### src/rtl/mul_sequencer_pkg.sv
// Shared CPU constants for the multi-cycle multiply sequencer: default width,
// multiply ALU code, FSM state encoding and the qualified-start helper.
package mul_sequencer_pkg;

  localparam int unsigned WIDTH_DEF    = 32;
  localparam logic [2:0]  MUL_CODE_DEF = 3'b111;

  typedef enum logic [1:0] {
    ST_IDLE = 2'b00,
    ST_BUSY = 2'b01,
    ST_DONE = 2'b10
  } state_e;

  // A multiply may only begin when the EX instruction is a valid, unflushed MUL.
  function automatic logic is_qs(input logic       start,
                                 input logic [2:0] alu_ctrl,
                                 input logic [2:0] mul_code,
                                 input logic       flush);
    return start && (alu_ctrl == mul_code) && !flush;
  endfunction

endpackage

### src/rtl/mul_sequencer_if.sv
// Pipeline-facing bundle of the multiply sequencer: EX-stage request and
// operands in, stall/busy/valid/result out.
interface mul_sequencer_if #(
  parameter int unsigned WIDTH = 32
);

  logic             start_i;
  logic [2:0]       ALU_Ctrl_i;
  logic             flush_i;
  logic [WIDTH-1:0] data1_i;
  logic [WIDTH-1:0] data2_i;
  logic             stall_o;
  logic             busy_o;
  logic             valid_o;
  logic [WIDTH-1:0] result_o;

  modport master (
    output start_i, ALU_Ctrl_i, flush_i, data1_i, data2_i,
    input  stall_o, busy_o, valid_o, result_o
  );

  modport slave (
    input  start_i, ALU_Ctrl_i, flush_i, data1_i, data2_i,
    output stall_o, busy_o, valid_o, result_o
  );

endinterface

### src/rtl/mul_datapath.sv
// Shift-and-add multiply datapath: operand shift registers, accumulator and
// iteration counter; one partial product per step.
module mul_datapath #(
  parameter int unsigned WIDTH = 32
) (
  input  logic             clk_i,
  input  logic             rst_i,
  input  logic             load,
  input  logic             step,
  input  logic [WIDTH-1:0] data1,
  input  logic [WIDTH-1:0] data2,
  output logic             last_c,
  output logic [WIDTH-1:0] acc
);

  localparam int unsigned CNT_W = (WIDTH > 1) ? $clog2(WIDTH) : 1;

  logic [WIDTH-1:0] mcand;
  logic [WIDTH-1:0] mplier;
  logic [CNT_W-1:0] cnt;

  // Final iteration: the step taken on this edge completes the product.
  assign last_c = (cnt == CNT_W'(WIDTH - 1));

  always_ff @(posedge clk_i or negedge rst_i) begin
    if (!rst_i) begin
      mcand  <= '0;
      mplier <= '0;
      acc    <= '0;
      cnt    <= '0;
    end else if (load) begin
      mcand  <= data1;
      mplier <= data2;
      acc    <= '0;
      cnt    <= '0;
    end else if (step) begin
      if (mplier[0]) begin
        acc <= acc + mcand;
      end
      mcand  <= mcand << 1;
      mplier <= mplier >> 1;
      cnt    <= cnt + CNT_W'(1);
    end
  end

endmodule

### src/rtl/mul_sequencer.sv
// Multi-cycle multiply sequencer: stalls the front of the pipeline for a fixed
// WIDTH+1 cycles and presents the low WIDTH product bits for one cycle.
module mul_sequencer
  import mul_sequencer_pkg::*;
#(
  parameter int unsigned WIDTH    = WIDTH_DEF,
  parameter logic [2:0]  MUL_CODE = MUL_CODE_DEF
) (
  input  logic            clk_i,
  input  logic            rst_i,
  mul_sequencer_if.slave  bus
);

  state_e           state_q;
  state_e           state_d;
  logic             qs;
  logic             load;
  logic             step;
  logic             last_c;
  logic             in_idle;
  logic [WIDTH-1:0] acc;

  assign qs = is_qs(bus.start_i, bus.ALU_Ctrl_i, MUL_CODE, bus.flush_i);

  always_ff @(posedge clk_i or negedge rst_i) begin
    if (!rst_i) begin
      state_q <= ST_IDLE;
    end else begin
      state_q <= state_d;
    end
  end

  // Next state; the unused 2'b11 encoding falls into the IDLE branch.
  always_comb begin
    state_d = state_q;
    load    = 1'b0;
    step    = 1'b0;
    case (state_q)
      ST_BUSY: begin
        step = 1'b1;
        if (bus.flush_i) begin
          state_d = ST_IDLE;
        end else if (last_c) begin
          state_d = ST_DONE;
        end
      end
      ST_DONE: begin
        state_d = ST_IDLE;
      end
      default: begin
        if (qs) begin
          load    = 1'b1;
          state_d = ST_BUSY;
        end
      end
    endcase
  end

  mul_datapath #(
    .WIDTH (WIDTH)
  ) u_datapath (
    .clk_i  (clk_i),
    .rst_i  (rst_i),
    .load   (load),
    .step   (step),
    .data1  (bus.data1_i),
    .data2  (bus.data2_i),
    .last_c (last_c),
    .acc    (acc)
  );

  // Stall must cover the request cycle itself, so it is decoded from inputs;
  // gating with rst_i keeps it low while reset is held.
  always_comb begin
    in_idle      = (state_q != ST_BUSY) && (state_q != ST_DONE);
    bus.busy_o   = (state_q == ST_BUSY);
    bus.valid_o  = (state_q == ST_DONE);
    bus.result_o = (state_q == ST_DONE) ? acc : '0;
    bus.stall_o  = rst_i && ((in_idle && qs) || ((state_q == ST_BUSY) && !bus.flush_i));
  end

endmodule

### src/flat_wrapper.sv
// flat-port wrapper written by rule: the top's interface ports become plain ports
module mul_sequencer_flat import mul_sequencer_pkg::*;
#(
  parameter int unsigned WIDTH    = WIDTH_DEF,
  parameter logic [2:0]  MUL_CODE = MUL_CODE_DEF
)
  (clk_i, rst_i, bus_start_i, bus_ALU_Ctrl_i, bus_flush_i, bus_data1_i, bus_data2_i, bus_stall_o, bus_busy_o, bus_valid_o, bus_result_o);
  mul_sequencer_if #(.WIDTH(WIDTH)) bus_i ();
  input  logic clk_i;
  input  logic rst_i;
  input wire logic [$bits(bus_i.start_i)-1:0] bus_start_i;
  input wire logic [$bits(bus_i.ALU_Ctrl_i)-1:0] bus_ALU_Ctrl_i;
  input wire logic [$bits(bus_i.flush_i)-1:0] bus_flush_i;
  input wire logic [$bits(bus_i.data1_i)-1:0] bus_data1_i;
  input wire logic [$bits(bus_i.data2_i)-1:0] bus_data2_i;
  output wire logic [$bits(bus_i.stall_o)-1:0] bus_stall_o;
  output wire logic [$bits(bus_i.busy_o)-1:0] bus_busy_o;
  output wire logic [$bits(bus_i.valid_o)-1:0] bus_valid_o;
  output wire logic [$bits(bus_i.result_o)-1:0] bus_result_o;
  assign bus_i.start_i = bus_start_i;
  assign bus_i.ALU_Ctrl_i = bus_ALU_Ctrl_i;
  assign bus_i.flush_i = bus_flush_i;
  assign bus_i.data1_i = bus_data1_i;
  assign bus_i.data2_i = bus_data2_i;
  assign bus_stall_o = bus_i.stall_o;
  assign bus_busy_o = bus_i.busy_o;
  assign bus_valid_o = bus_i.valid_o;
  assign bus_result_o = bus_i.result_o;
  mul_sequencer #(.WIDTH(WIDTH), .MUL_CODE(MUL_CODE)) u_core (.clk_i(clk_i), .rst_i(rst_i), .bus(bus_i));
endmodule
### config.mk
export PLATFORM = sky130hd
export DESIGN_NAME = mul_sequencer_flat
export DESIGN_NICKNAME = d
export VERILOG_FILES = /design/src/rtl/mul_sequencer_pkg.sv /design/src/rtl/mul_sequencer_if.sv /design/src/rtl/mul_datapath.sv /design/src/rtl/mul_sequencer.sv /design/src/flat_wrapper.sv
export SDC_FILE = /design/constraint.sdc
export NUM_CORES = 1
export LEC_CHECK = 0
export BUFFER_PORTS_ARGS = -buffer_cell sky130_fd_sc_hd__clkbuf_2
export CORE_MARGIN = 8
export CORE_UTILIZATION = 58
export DETAILED_ROUTE_END_ITERATION = 7
export HOLD_SLACK_MARGIN = 0.12
export PLACE_DENSITY = 0.82
export SETUP_SLACK_MARGIN = 0.02
export SYNTH_ARGS = -nofsm -noshare
export SYNTH_HDL_FRONTEND = slang
export SYNTH_HIERARCHICAL = 1
export SYNTH_SLANG_ARGS = --single-unit
### constraint.sdc
create_clock -name clk_i -period 3.18 [get_ports clk_i]
set_input_delay 0.318 -clock clk_i [delete_from_list [all_inputs] [get_ports clk_i]]
set_output_delay 0.318 -clock clk_i [all_outputs]
set_load 0.1 [all_outputs]
==> Word-level counts from Yosys, hierarchy flattened <==
Index checks and enable logic that the tools add are counted.
{ "classes": {"n_addsub": 2, "n_eq_ne": 7, "n_mux": 17, "reduce_logical": 14} }
{ "ops": {"columns": ["op", "n"], "rows": [
  ["32-bit two-way mux", 8],
  ["32-bit adder", 1],
  ["5-bit two-way mux", 2],
  ["1-bit logical AND", 6],
  ["2-bit two-way mux", 3],
  ["5-bit by 1-bit adder with 5-bit output (second input constant)", 1],
  ["5-bit == test (second input constant)", 1],
  ["2-bit case mux with 2 select lines", 1],
  ["2-bit AND reduction", 2],
  ["2-bit nonzero test", 2],
  ["3-bit == test (second input constant)", 1],
  ["1-bit two-way mux", 3],
  ["3-bit by 2-bit inequality test with 1-bit output (second input constant)", 1],
  ["3-bit nonzero test", 1],
  ["2-bit by 1-bit == test with 1-bit output (second input constant)", 1],
  ["2-bit == test (second input constant)", 1],
  ["2-bit by 1-bit inequality test with 1-bit output (second input constant)", 1],
  ["2-bit inequality test (second input constant)", 1],
  ["2-bit OR reduction", 1],
  ["1-bit zero test", 1],
  ["1-bit logical OR", 1]
]} }
{ "totals": {"regBits": 103, "input_bits": 71, "output_inout_bits": 35, "wordCells": 45} }

==> Depth between registers and ports, before layout <==
Gate-level depths: netlist of run 1.
{ "depth": {"depth_word": 7, "ltp_mapped": 11, "mapped_depth_nobuf": 11} }

==> Modules after synthesis <==
The synthesis of run 1 kept the hierarchy.
{ "modules_own_cells": {"columns": ["module", "n_inst", "cells_per_inst", "area_each_um2", "seq_area_each_um2"], "rows": [
  ["mul_datapath", 1, 663, 6163.4, 2527.4],
  ["mul_sequencer", 1, 52, 384.1, 50.0]
]} }

==> Worst setup path after synthesis of run 1 <==
OpenSTA, ideal clock, no wires.
{ "synth_timing": {"path_kind": "reg2reg", "startpoint": "reg u_core.u_datapath.acc[3]", "endpoint": "reg u_core.u_datapath.acc[31]", "setup_ns": 0.128, "t_arrival_ns": 2.734, "t_required_ns": 3.052, "path_slack_ns": 0.319, "stages_incl_launch_ff": 10, "n_path_buf": 0, "synth_period_minus_slack_ns": 2.861, "path_cell_list": "dfrtp_1 > ha_1 > o211ai_1 > o21a_2 > a2111oi_4 > o2111ai_2 > a2111o_1 > a21oi_2 > mux2i_1 > mux2_1"} }
{ "synth_via": {"elab_chain_cells": 4} }
{ "synth_lines": {"columns": ["element", "line_no", "source"], "rows": [
  ["from (decl)", "mul_datapath.sv:13", "output logic [WIDTH-1:0] acc"],
  ["from (signal assigned)", "mul_datapath.sv:38", "acc <= acc + mcand;"],
  ["32-bit adder", "mul_datapath.sv:38", null],
  ["32-bit two-way mux", "mul_datapath.sv:37", "if (mplier[0]) begin"],
  ["32-bit two-way mux", "mul_datapath.sv:36", "end else if (step) begin"],
  ["32-bit two-way mux", "mul_datapath.sv:31", "end else if (load) begin"]
]} }
No other way between the ends. The select of a mux whose other input is x is not followed.
A chain may end at the register's enable or synchronous reset.

==> Final worst setup path of run 1 <==
{ "layout_timing": {"startpoint": "reg u_core.u_datapath.mcand[0]", "endpoint": "reg u_core.u_datapath.acc[28]"} }
{ "layout_via": {"elab_chain_cells": 4} }
{ "layout_lines": {"columns": ["element", "line_no", "source"], "rows": [
  ["from (decl)", "mul_datapath.sv:18", "logic [WIDTH-1:0] mcand;"],
  ["from (signal assigned)", "mul_datapath.sv:32", "mcand <= data1;"],
  ["from (signal assigned)", "mul_datapath.sv:40", "mcand <= mcand << 1;"],
  ["32-bit adder", "mul_datapath.sv:38", null],
  ["32-bit two-way mux", "mul_datapath.sv:37", null],
  ["32-bit two-way mux", "mul_datapath.sv:36", null],
  ["32-bit two-way mux", "mul_datapath.sv:31", null]
]} }
No other way between the ends. The select of a mux whose other input is x is not followed.

==> run summary, run 1 <==
Final GP Congestion = 0.8882
Syn_nets = 822
Number of I/O pins = 106
PortBufs = 105
Switch Pwr = 3260 uW
HP Class = in2reg
Post-synth EDFFs = 0
Delay-heaviest family, CP = compound AO/OA/AOI/OAI gates
Critical path capture point type = register
Fillers = 941
Sequential fraction of design power = 31.5%
Multi-input combinational cell area = 3712 um2
Yosys Warn Count = 6
Worst-Skew Late Latency = 0.35 ns
Synth top area share = 39.37%
Met2 wire len = 7269 um
Period minus WS final = 3.050 ns
Critical path fanouts, max = 4
Internal Dissipation = 4415 uW
Sequential fraction of the synthesis area = 39.37%
Top sig layer = met4
Status = finished clean
Slew Limit Headroom = 52.96%
Crit Path Class = reg2reg
Synth-to-layout area growth = 14.45%
Max-Cap Viols = 0
Post-synth top area cell = dfrtp_1
Most area-consuming cells after synthesis = dfrtp_1 (39%), mux2i_1 (9.9%), nand2_1 (6.7%)
Initial DRC count = 315
Clock Tree Root = clkbuf_16
Starting density of the core = 58.34%
First-pass GRT wire length = 26210 um
Maximum vdd drop = 0.0005321 V
Mapped Area = 6548 um2
Clock Power Share = 16.0%
Setup Total Neg Slack = 0 ns
Vias post-DR = 5510
Critical Path Most Common Cell = o2111ai_1
Vias per cell = 5.794
Count leader, synth = nand2_1
Synth Flop Type = dfrtp_1
Reg area = 2577 um2
GRT Residual Overflow = 0
Combinational share of power = 52.5%
# setup viols final = 0
Final nets = 910
GRT Util Overall = 21.32%
Setup Skew = 0.004729 ns
Core Region = 11220 um2
Worst path slowest cell = a2111oi_1
Num CTS Buffers = 9
Hold Slack = 0.1709 ns
Final Hold Viols = 0
Metal3 WL = 912 um
Final WL = 15110 um
Die Wd = 122.3 um
Worst Max-Slew Pin Slew = 0.7056 ns
Buffer depth of the longest clock path = 2
Antenna Violating Nets Remaining = 0
Avg WL per Cell = 15.89 um
# DRC = 0
Net Sw Frac = 42.47%
Initial antenna violation count = 0
Startpoint Class = register
Hpwl dp = 10950 um
Leakage power = 0.003438 uW
Fmax = 0.3279 GHz
Final max-slew violation count = 0
CP Buf/Inv Count = 1
Largest net degree at the start of global routing = 98
Tcrit/Tclk final = 95.92%
M1 wire length = 6589 um
Asr flop ratio synth = 100.0%
Num Clock Sinks = 103
Most frequent cells after synthesis = nand2_1 (117), dfrtp_1 (103), o21ai_0 (78)
Power per cell area = 1024 nW/um2
Die height = 122.3 um
Worst EP required = 3.41 ns
Mapped Cells = 715
FF+latch count, synth = 103
Worst path cell trace = ha_1 -> inv_1 -> fa_1 -> nor2b_1 -> o31a_2 -> o2111ai_1 -> a2111oi_1 -> nor3_1 -> o31ai_1 -> o2111ai_1 -> o311a_1
ANT cells = 0
Unrepaired setup endpoints after global routing = true
Die area = 14950 um2
Distinct cells, synth = 70
CTS H-tree depth = 3
CTS tree = done
Drt pass-1 iters = 4
Share of layout cells above drive strength 1 = 18.81%
Number of global-route vias before repair = 5635
Rows = 39
Clock transition at path regs = 0.07 ns
Worst EP arrival = 3.28 ns
Synthesized area per cell = 9.157 um2
Slowest stage delay, CP = 0.51 ns
## cells by family (layout without fill, tap and decap cells)
logic type      after synthesis  in the layout  synth area share [%]
simple gates                243            243                 18.14
compound gates              196            196                 18.71
flops                       103            103                 39.37
mux                          66             66                 10.11
buf+inv                      53            146                 4.281
fa+ha+maj                    36             36                 6.994
xor+xnor                     18             18                 2.408
## power by group through the flow
stage                     registers, uW  clock network [uW]  logic (uW)
after detailed placement           2440                   0        3960
after global routing               2510                1310        4550
after floorplan                    2270                   0        3390
final                              2420                1230        4030
after global placement             2390                   0        3830
after CTS                          2420                1260        4000
## path summary, 6_finish.rpt
path,startpoint,to,slack (ns),cells after the start
setup / recovery,u_core/u_datapath/mcand[0],u_core/u_datapath/acc[28],0.13,11
hold / removal,bus_data2_i[30],u_core/u_datapath/mplier[30],0.17,3
setup reg to reg,u_core/u_datapath/mcand[0],u_core/u_datapath/acc[28],0.13,11
hold reg to reg,u_core/u_datapath/cnt[4],u_core/u_datapath/cnt[4],0.54,2
max in group asynchronous,rst_i,u_core/u_datapath/mplier[0],1.70,3
min in group asynchronous,rst_i,u_core/u_datapath/mcand[21],0.43,2
## layout by cell type, fill, tap and decap left out, types with 12 or more instances in the layout
| master | n |
|---|---|
| nand2_1 | 117 |
| clkbuf_2 | 104 |
| dfrtp_1 | 103 |
| o21ai_0 | 78 |
| mux2i_1 | 65 |
| a21oi_1 | 45 |
| and2_1 | 35 |
| ha_1 | 33 |
| nor2_1 | 22 |
| a21o_1 | 22 |
| nor3_1 | 15 |
| nand3_1 | 14 |
| buf_4 | 12 |
| inv_1 | 12 |
## cell type report
type	count	area share (%)
Inverter	12	0.6011
Multi-Input combinational cell	559	49.54
Clock buffer	9	3.006
Sequential cell	103	34.40
Timing Repair Buffer	118	8.549
Tap cell	143	2.388
Clock inverter	7	1.519
## worst register-to-register path, delay by kind of cell, from the launching register on
kind,cells,cell delay (ns)
AOI/OAI and AO/OA,6,1.56
adders and majority gates,2,0.58
DFF,1,0.37
and+or+nand+nor,2,0.36
buffers and inverters,1,0.06
## flip-flops by register name, indices dropped and copies added, names as in the netlist
signal / flops
u_core/u_datapath/mcand: 32
u_core/u_datapath/cnt: 5
u_core/state_q: 2
u_core/u_datapath/acc: 32
u_core/u_datapath/mplier: 32
## layer usage
metal | global-route usage (%) | up-vias
met4 | 8.073 | 0
li1 | - | 2720
met1 | 26.83 | 2601
met2 | 34.85 | 158
met3 | 5.336 | 31
met5 | 0 | -
## stage by stage
stage	instances	utilization [%]	cell area, um2	worst slack (ns)	power [uW]
global placement	932	63.49	7126	0.1737	6222
CTS	949	66.60	7475	0.06038	7676
detailed placement	932	63.49	7126	0.08851	6400
finish	951	66.77	7493	0.1299	7676
global route	951	66.77	7493	0.005534	8367
floorplan	715	-	6548	0.3186	5661
## what timing repair did
action | in CTS | in global routing
resized for setup | 0 | 2
hold buffers | 1 | 0
setup buffers | 0 | 2
hold endpoints to repair | 23 | 0
endpoints found under the setup margin | 0 | 2
Note: power is estimated with default switching activity, not from simulation.
==> inputs of run 2 (changes only) <==
--- a/config.mk
+++ b/config.mk
@@ -7,8 +7,8 @@
 export LEC_CHECK = 0
-export BUFFER_PORTS_ARGS = -buffer_cell sky130_fd_sc_hd__clkbuf_2
 export CORE_MARGIN = 8
-export CORE_UTILIZATION = 58
+export CORE_UTILIZATION = 65
 export DETAILED_ROUTE_END_ITERATION = 7
+export DONT_BUFFER_PORTS = 1
 export HOLD_SLACK_MARGIN = 0.12
-export PLACE_DENSITY = 0.82
+export PLACE_DENSITY = 0.81
 export SETUP_SLACK_MARGIN = 0.02
--- a/constraint.sdc
+++ b/constraint.sdc
@@ -3,2 +3,2 @@
 set_output_delay 0.318 -clock clk_i [all_outputs]
-set_load 0.1 [all_outputs]
+set_load 0.01 [all_outputs]
==> run 2 against run 1 <==
Against the previous run:
- first-iteration DRC count increased by 31%
- non-clock buffer count decreased by 40
- largest cell class unchanged
- critical path type unchanged
- final area grew 0.63%
- register-to-register slack improved by 0.03 ns
- hold slack gained 0.0048 ns
- sequential cell count is the same
- sequential power hardly changed
- fmax is 0.91% higher
- sequential share of layout area shrank 0.22 points
- utilization rose by 10 points
==> run summary, run 2 (synthesized netlist as in run 1, its figures left out) <==
Hpwl dp = 10170 um
Critical path fanouts, max = 4
Hold_sp = bus_flush_i
Finished Layout Cells = 901
R2R Setup Slk = 0.16 ns
Multi-input combinational cell area = 3751 um2
Reg2reg start = u_core/u_datapath/mcand[3]
Initial antenna violation count = 0
Power per cell area = 992.1 nW/um2
Initial DRC count = 413
# DRC = 0
Worst R2R Path Depth = 9
CP Launch Point = u_core/u_datapath/mcand[3]
Clock transition at path regs = 0.10 ns
Hold depth = 2
Startpoint Class = register
Worst-Skew Late Latency = 0.39 ns
Worst Max-Slew Pin Slew = 0.7628 ns
Num CTS Buffers = 9
Reg area = 2577 um2
Buffer depth of the longest clock path = 2
PortBufs = 0
Critical path capture point type = register
CP Buf/Inv Count = 0
HP Class = in2reg
Share of layout cells above drive strength 1 = 6.510%
Setup Skew = 0.01290 ns
Slew Limit Headroom = 49.15%
Fillers = 682
Tcrit/Tclk final = 95.05%
Maximum vdd drop = 0.0006295 V
Status = finished clean
Synth-to-layout area growth = 15.17%
Delay-heaviest family, CP = compound AO/OA/AOI/OAI gates
Die area = 13540 um2
Max-Cap Viols = 0
Die Wd = 116.4 um
Clock Tree Root = clkbuf_8
Fmax = 0.3308 GHz
Period minus WS final = 3.023 ns
Avg WL per Cell = 18.50 um
Final Hold Viols = 0
Rows = 36
Worst EP required = 3.45 ns
Final nets = 870
Worst path cell trace = ha_1 -> o211ai_1 -> o21a_2 -> a2111oi_4 -> o2111ai_2 -> a2111o_1 -> a21oi_2 -> mux2i_1 -> mux2_1
Drt pass-1 iters = 5
Starting density of the core = 66.99%
Hold Path End = u_core/state_q[0]
Most frequent cells in the layout = nand2_1 (117), dfrtp_1 (103), o21ai_0 (78)
Most common cell after layout, fill and taps aside = nand2_1
Final max-slew violation count = 0
Final WL = 16670 um
GRT Residual Overflow = 0
Largest net degree at the start of global routing = 166
Number of global-route vias before repair = 5574
Worst path slowest cell = a2111o_1
Final GP Congestion = 0.8965
Top Registers = u_core/u_datapath/acc x32, u_core/u_datapath/mcand x32, u_core/u_datapath/mplier x32
Vias post-DR = 5510
CTS tree = done
First-pass GRT wire length = 27120 um
Vias per cell = 6.115
Dpl cells = 815
Reg-to-Reg End = u_core/u_datapath/acc[31]
Setup Total Neg Slack = 0 ns
Num Clock Sinks = 103
Leakage power = 0.003208 uW
Worst EP arrival = 3.29 ns
Antenna Violating Nets Remaining = 0
Slowest stage delay, CP = 0.44 ns
Number of I/O pins = 106
Die height = 116.4 um
# setup viols final = 0
CTS H-tree depth = 3
Core Region = 9774 um2
Crit Path Class = reg2reg
GRT Util Overall = 25.31%
ANT cells = 0
## run 2: changes by cell type in the layout (fill, tap and decap cells not counted), sizes merged
cell / delta
dlygate4sd3: +65
buf: -1
clkinv: -2
clkbuf: -102
## run 2: cell type report
cell class,count,share of cell area [%]
tap,133,2.207
sequential,103,34.18
clock inverter,5,1.145
multi-input combinational,559,49.74
inverter,12,0.5973
timing repair buffer,78,10.39
clock buffer,11,1.742
## run 2: where the power goes
part           internal, uW  switching, uW
Combinational          1830           2280
Clock                   453            469
Sequential             1940            512
Total                  4220           3270
## run 2: metal layers
metal / share of wire [%] / GRT usage, % / vias up
met1: 41 / 28.96 / 2661
li1: - / - / 2643
met5: 0 / 0 / -
met3: 7.3 / 7.549 / 31
met4: 2.3 / 9.248 / 0
met2: 49 / 43.88 / 175
## run 2: how the worst max path moves through the flow
stage,to,depth (start not counted)
floorplan,u_core/u_datapath/acc[31],9
global placement,u_core/u_datapath/acc[31],9
detailed placement,u_core/u_datapath/acc[31],9
CTS,u_core/u_datapath/acc[28],12
global route,u_core/u_datapath/acc[28],12
finish,u_core/u_datapath/acc[31],9
## run 2: what timing repair did
action	CTS	global route
buffers inserted	0	3
resized for setup	0	8
setup endpoints to repair	0	4
hold endpoints to repair	168	0
hold buffers	67	0
## run 2: stage by stage
| stage | setup WS (ns) | total power, uW | utilization, % | hold WS [ns] | area (um2) |
|---|---|---|---|---|---|
| floorplan | 0.3186 | 5598 | - | 0.02241 | 6548 |
| global placement | 0.1771 | 6067 | 67.22 | 0.02784 | 6570 |
| detailed placement | 0.08547 | 6242 | 67.22 | 0.02748 | 6570 |
| CTS | 0.05365 | 7287 | 76.48 | 0.1476 | 7476 |
| global route | -0.01635 | 8092 | 77.15 | 0.1692 | 7541 |
| finish | 0.1573 | 7481 | 77.15 | 0.1757 | 7541 |
==> inputs of run 3 (changes only) <==
CORE_UTILIZATION = 64   (was 65)
PLACE_DENSITY = 0.8   (was 0.81)
RECOVER_POWER = 100   (was default)
SYNTH_HIERARCHICAL = default   (was 1)
==> run 3 against run 2 <==
Against the previous run:
- clock power decreased by 8.8%
- the run now ends with max-capacitance violations, max-slew violations left
- via count decreased by 4.1%
- critical path type unchanged
- first-iteration DRC count decreased by 6.5%
- largest cell class unchanged
- setup slack improved by 0.11 ns
- synthesized cell count decreased by 0.56%
- highest routed layer unchanged
- critical endpoint is now u_core.u_datapath.acc[31]
==> run summary, run 3 <==
Status = complete, but fails checks
Failing checks = max-capacitance violations, max-slew violations
Largest net degree at the start of global routing = 104
Top sig layer = met4
Met2 wire len = 7846 um
Delay-heaviest family, CP = compound AO/OA/AOI/OAI gates
Setup Total Neg Slack = 0 ns
Worst R2R Path Depth = 10
Reg-to-Reg End = u_core.u_datapath.acc[31]
Num Clock Sinks = 103
Worst EP required = 3.50 ns
Final WL = 15670 um
Worst path cell trace = ha_1 -> a211oi_1 -> nor2_1 -> o31ai_2 -> o211ai_2 -> o21a_1 -> o211ai_1 -> xor2_1 -> or3_1 -> a21oi_1
Most frequent cells in the layout = nand2_1 (115), dfrtp_1 (103), o21ai_0 (84)
Synthesized area per cell = 8.897 um2
Final GP Congestion = 0.9269
Die height = 115.4 um
Hold Path End = u_core.state_q[1]
Post-synth EDFFs = 0
Crit Path Class = reg2reg
Antenna Violating Nets Remaining = 0
Final core utilization = 74.90%
Switch Pwr = 3113 uW
Hpwl dp = 10050 um
Yosys Warn Count = 0
Initial antenna violation count = 0
Drt pass-1 iters = 5
Top Registers = u_core.u_datapath.acc x32, u_core.u_datapath.mcand x32, u_core.u_datapath.mplier x32
Max-Cap Viols = 1
Final nets = 862
Distinct cells, synth = 51
Count leader, synth = nand2_1
Fmax = 0.3439 GHz
Vias per cell = 5.918
Synth-to-layout area growth = 14.66%
Syn_nets = 818
Post-CTS Setup Bufs = 0
Buffer depth of the longest clock path = 2
Maximum vdd drop = 0.0006929 V
Setup Skew = 0.01339 ns
Mapped Cells = 711
Synth Flop Type = dfrtp_1
Metal3 WL = 1077 um
ANT cells = 0
Sequential fraction of the synthesis area = 40.74%
R2R Setup Slk = 0.27 ns
Worst-Skew Late Latency = 0.39 ns
Final Hold Viols = 0
Number of global-route vias before repair = 5338
Post-synth top area cell = dfrtp_1
Critical path fanouts, max = 5
Slowest stage delay, CP = 0.46 ns
Clock transition at path regs = 0.10 ns
HP Class = in2reg
PortBufs = 0
Stages on worst setup path = 10
# setup viols final = 0
Number of I/O pins = 106
First-pass GRT wire length = 26220 um
Combinational share of power = 55.5%
Synth top area share = 40.74%
Num CTS Buffers = 9
M1 wire length = 6434 um
Leakage power = 0.003265 uW
Power per cell area = 976.3 nW/um2
Final max-slew violation count = 104
Worst path slowest cell = dfrtp_1
Die Wd = 115.4 um
Vias post-DR = 5285
Period minus WS final = 2.908 ns
Worst EP arrival = 3.23 ns
Hold_sp = bus_flush_i
Sequential fraction of design power = 32.6%
Hold depth = 2
Worst Max-Slew Pin Slew = 2.271 ns
Startpoint Class = register
Asr flop ratio synth = 100.0%
Internal Dissipation = 3968 uW
CP Buf/Inv Count = 0
Unrepaired setup endpoints after global routing = false
Mapped Area = 6326 um2
Initial DRC count = 386
Most frequent cells after synthesis = nand2_1 (115), dfrtp_1 (103), o21ai_0 (83)
Tcrit/Tclk final = 91.45%
FF+latch count, synth = 103
Most area-consuming cells after synthesis = dfrtp_1 (41%), mux2i_1 (11%), ha_1 (6.9%)
Net Sw Frac = 43.96%
GRT Util Overall = 24.87%
Core Region = 9684 um2
Starting density of the core = 65.32%
Reg2reg start = u_core.u_datapath.mcand[1]
# DRC = 0
Critical path capture point type = register
GRT Residual Overflow = 0
Avg WL per Cell = 17.55 um
Slew Limit Headroom = -51.39%
Die area = 13320 um2
CTS tree = done
Share of layout cells above drive strength 1 = 3.947%
CTS H-tree depth = 3
Rows = 36
Clock Tree Root = clkbuf_8
Clock Power Share = 11.9%
Most common cell after layout, fill and taps aside = nand2_1
## run 3: cell types whose count changed after synthesis, moves of 4 or more
cell and delta:
clkbuf_1 +4, o21ai_0 +5, o21a_1 -4, a21oi_1 +7, nor2_1 +15, nor3_1 -9, nand3b_1 -4, a21o_1 -11
## run 3: metal layers
layer  global-route usage, %  vias up
li1                        -     2575
met3                   8.181       22
met2                   41.71      157
met4                   8.406        0
met1                   29.38     2531
met5                       0        -
## run 3: how the worst max path moves through the flow
stage	start	endpoint	slack (ns)
CTS	u_core.u_datapath.mcand[0]	u_core.u_datapath.acc[24]	0.23
finish	u_core.u_datapath.mcand[1]	u_core.u_datapath.acc[31]	0.27
global route	u_core.u_datapath.mcand[0]	u_core.u_datapath.acc[24]	0.08
global placement	u_core.u_datapath.mcand[0]	u_core.u_datapath.acc[24]	0.36
floorplan	u_core.u_datapath.mcand[0]	u_core.u_datapath.acc[24]	0.58
detailed placement	u_core.u_datapath.mcand[0]	u_core.u_datapath.acc[24]	0.26
## run 3: timing repair
action	4_1_cts	5_1_grt
hold endpoints to repair	167	0
setup endpoints to repair	0	2
hold buffers	66	0
gates resized for setup	0	1
## run 3: power groups by stage
stage	Sequential, uW	Clock, uW	Combinational, uW
finish	2310	841	3930
global route	2380	914	4420
CTS	2290	867	3890
detailed placement	2320	0	3790
global placement	2290	0	3640
floorplan	2170	0	3160
## run 3: logic make-up (layout without fill, tap and decap cells)
group / after synthesis / count (layout) / synth area share (%)
adders and majority gates: 36 / 36 / 7.239
and+or+nand+nor: 240 / 240 / 17.42
xor gates and xnor gates: 22 / 22 / 3.046
DFF: 103 / 103 / 40.74
AOI/OAI and AO/OA: 188 / 188 / 17.39
muxes: 68 / 68 / 10.78
buffers and inverters: 54 / 103 / 3.382
## run 3: cell type report
cell class | instances | area, um2
Multi-Input combinational cell | 554 | 3547
Sequential cell | 103 | 2577
Fill cell | 681 | 2431
Timing Repair Buffer | 73 | 714.4
Tap cell | 133 | 166.4
Clock buffer | 11 | 131.4
Clock inverter | 5 | 63.81
Inverter | 14 | 52.55
## run 3: through the flow
step / total power (uW) / hold WS [ns] / setup slack [ns] / instances / area (um2)
final: 7082 / 0.1658 / 0.2719 / 893 / 7253
after global placement: 5933 / 0.02718 / 0.3565 / 811 / 6411
after detailed placement: 6104 / 0.02682 / 0.2598 / 811 / 6411
after global routing: 7708 / 0.1577 / 0.08390 / 893 / 7253
after CTS: 7057 / 0.1415 / 0.2287 / 893 / 7284
after floorplan: 5334 / 0.02241 / 0.5813 / 711 / 6326
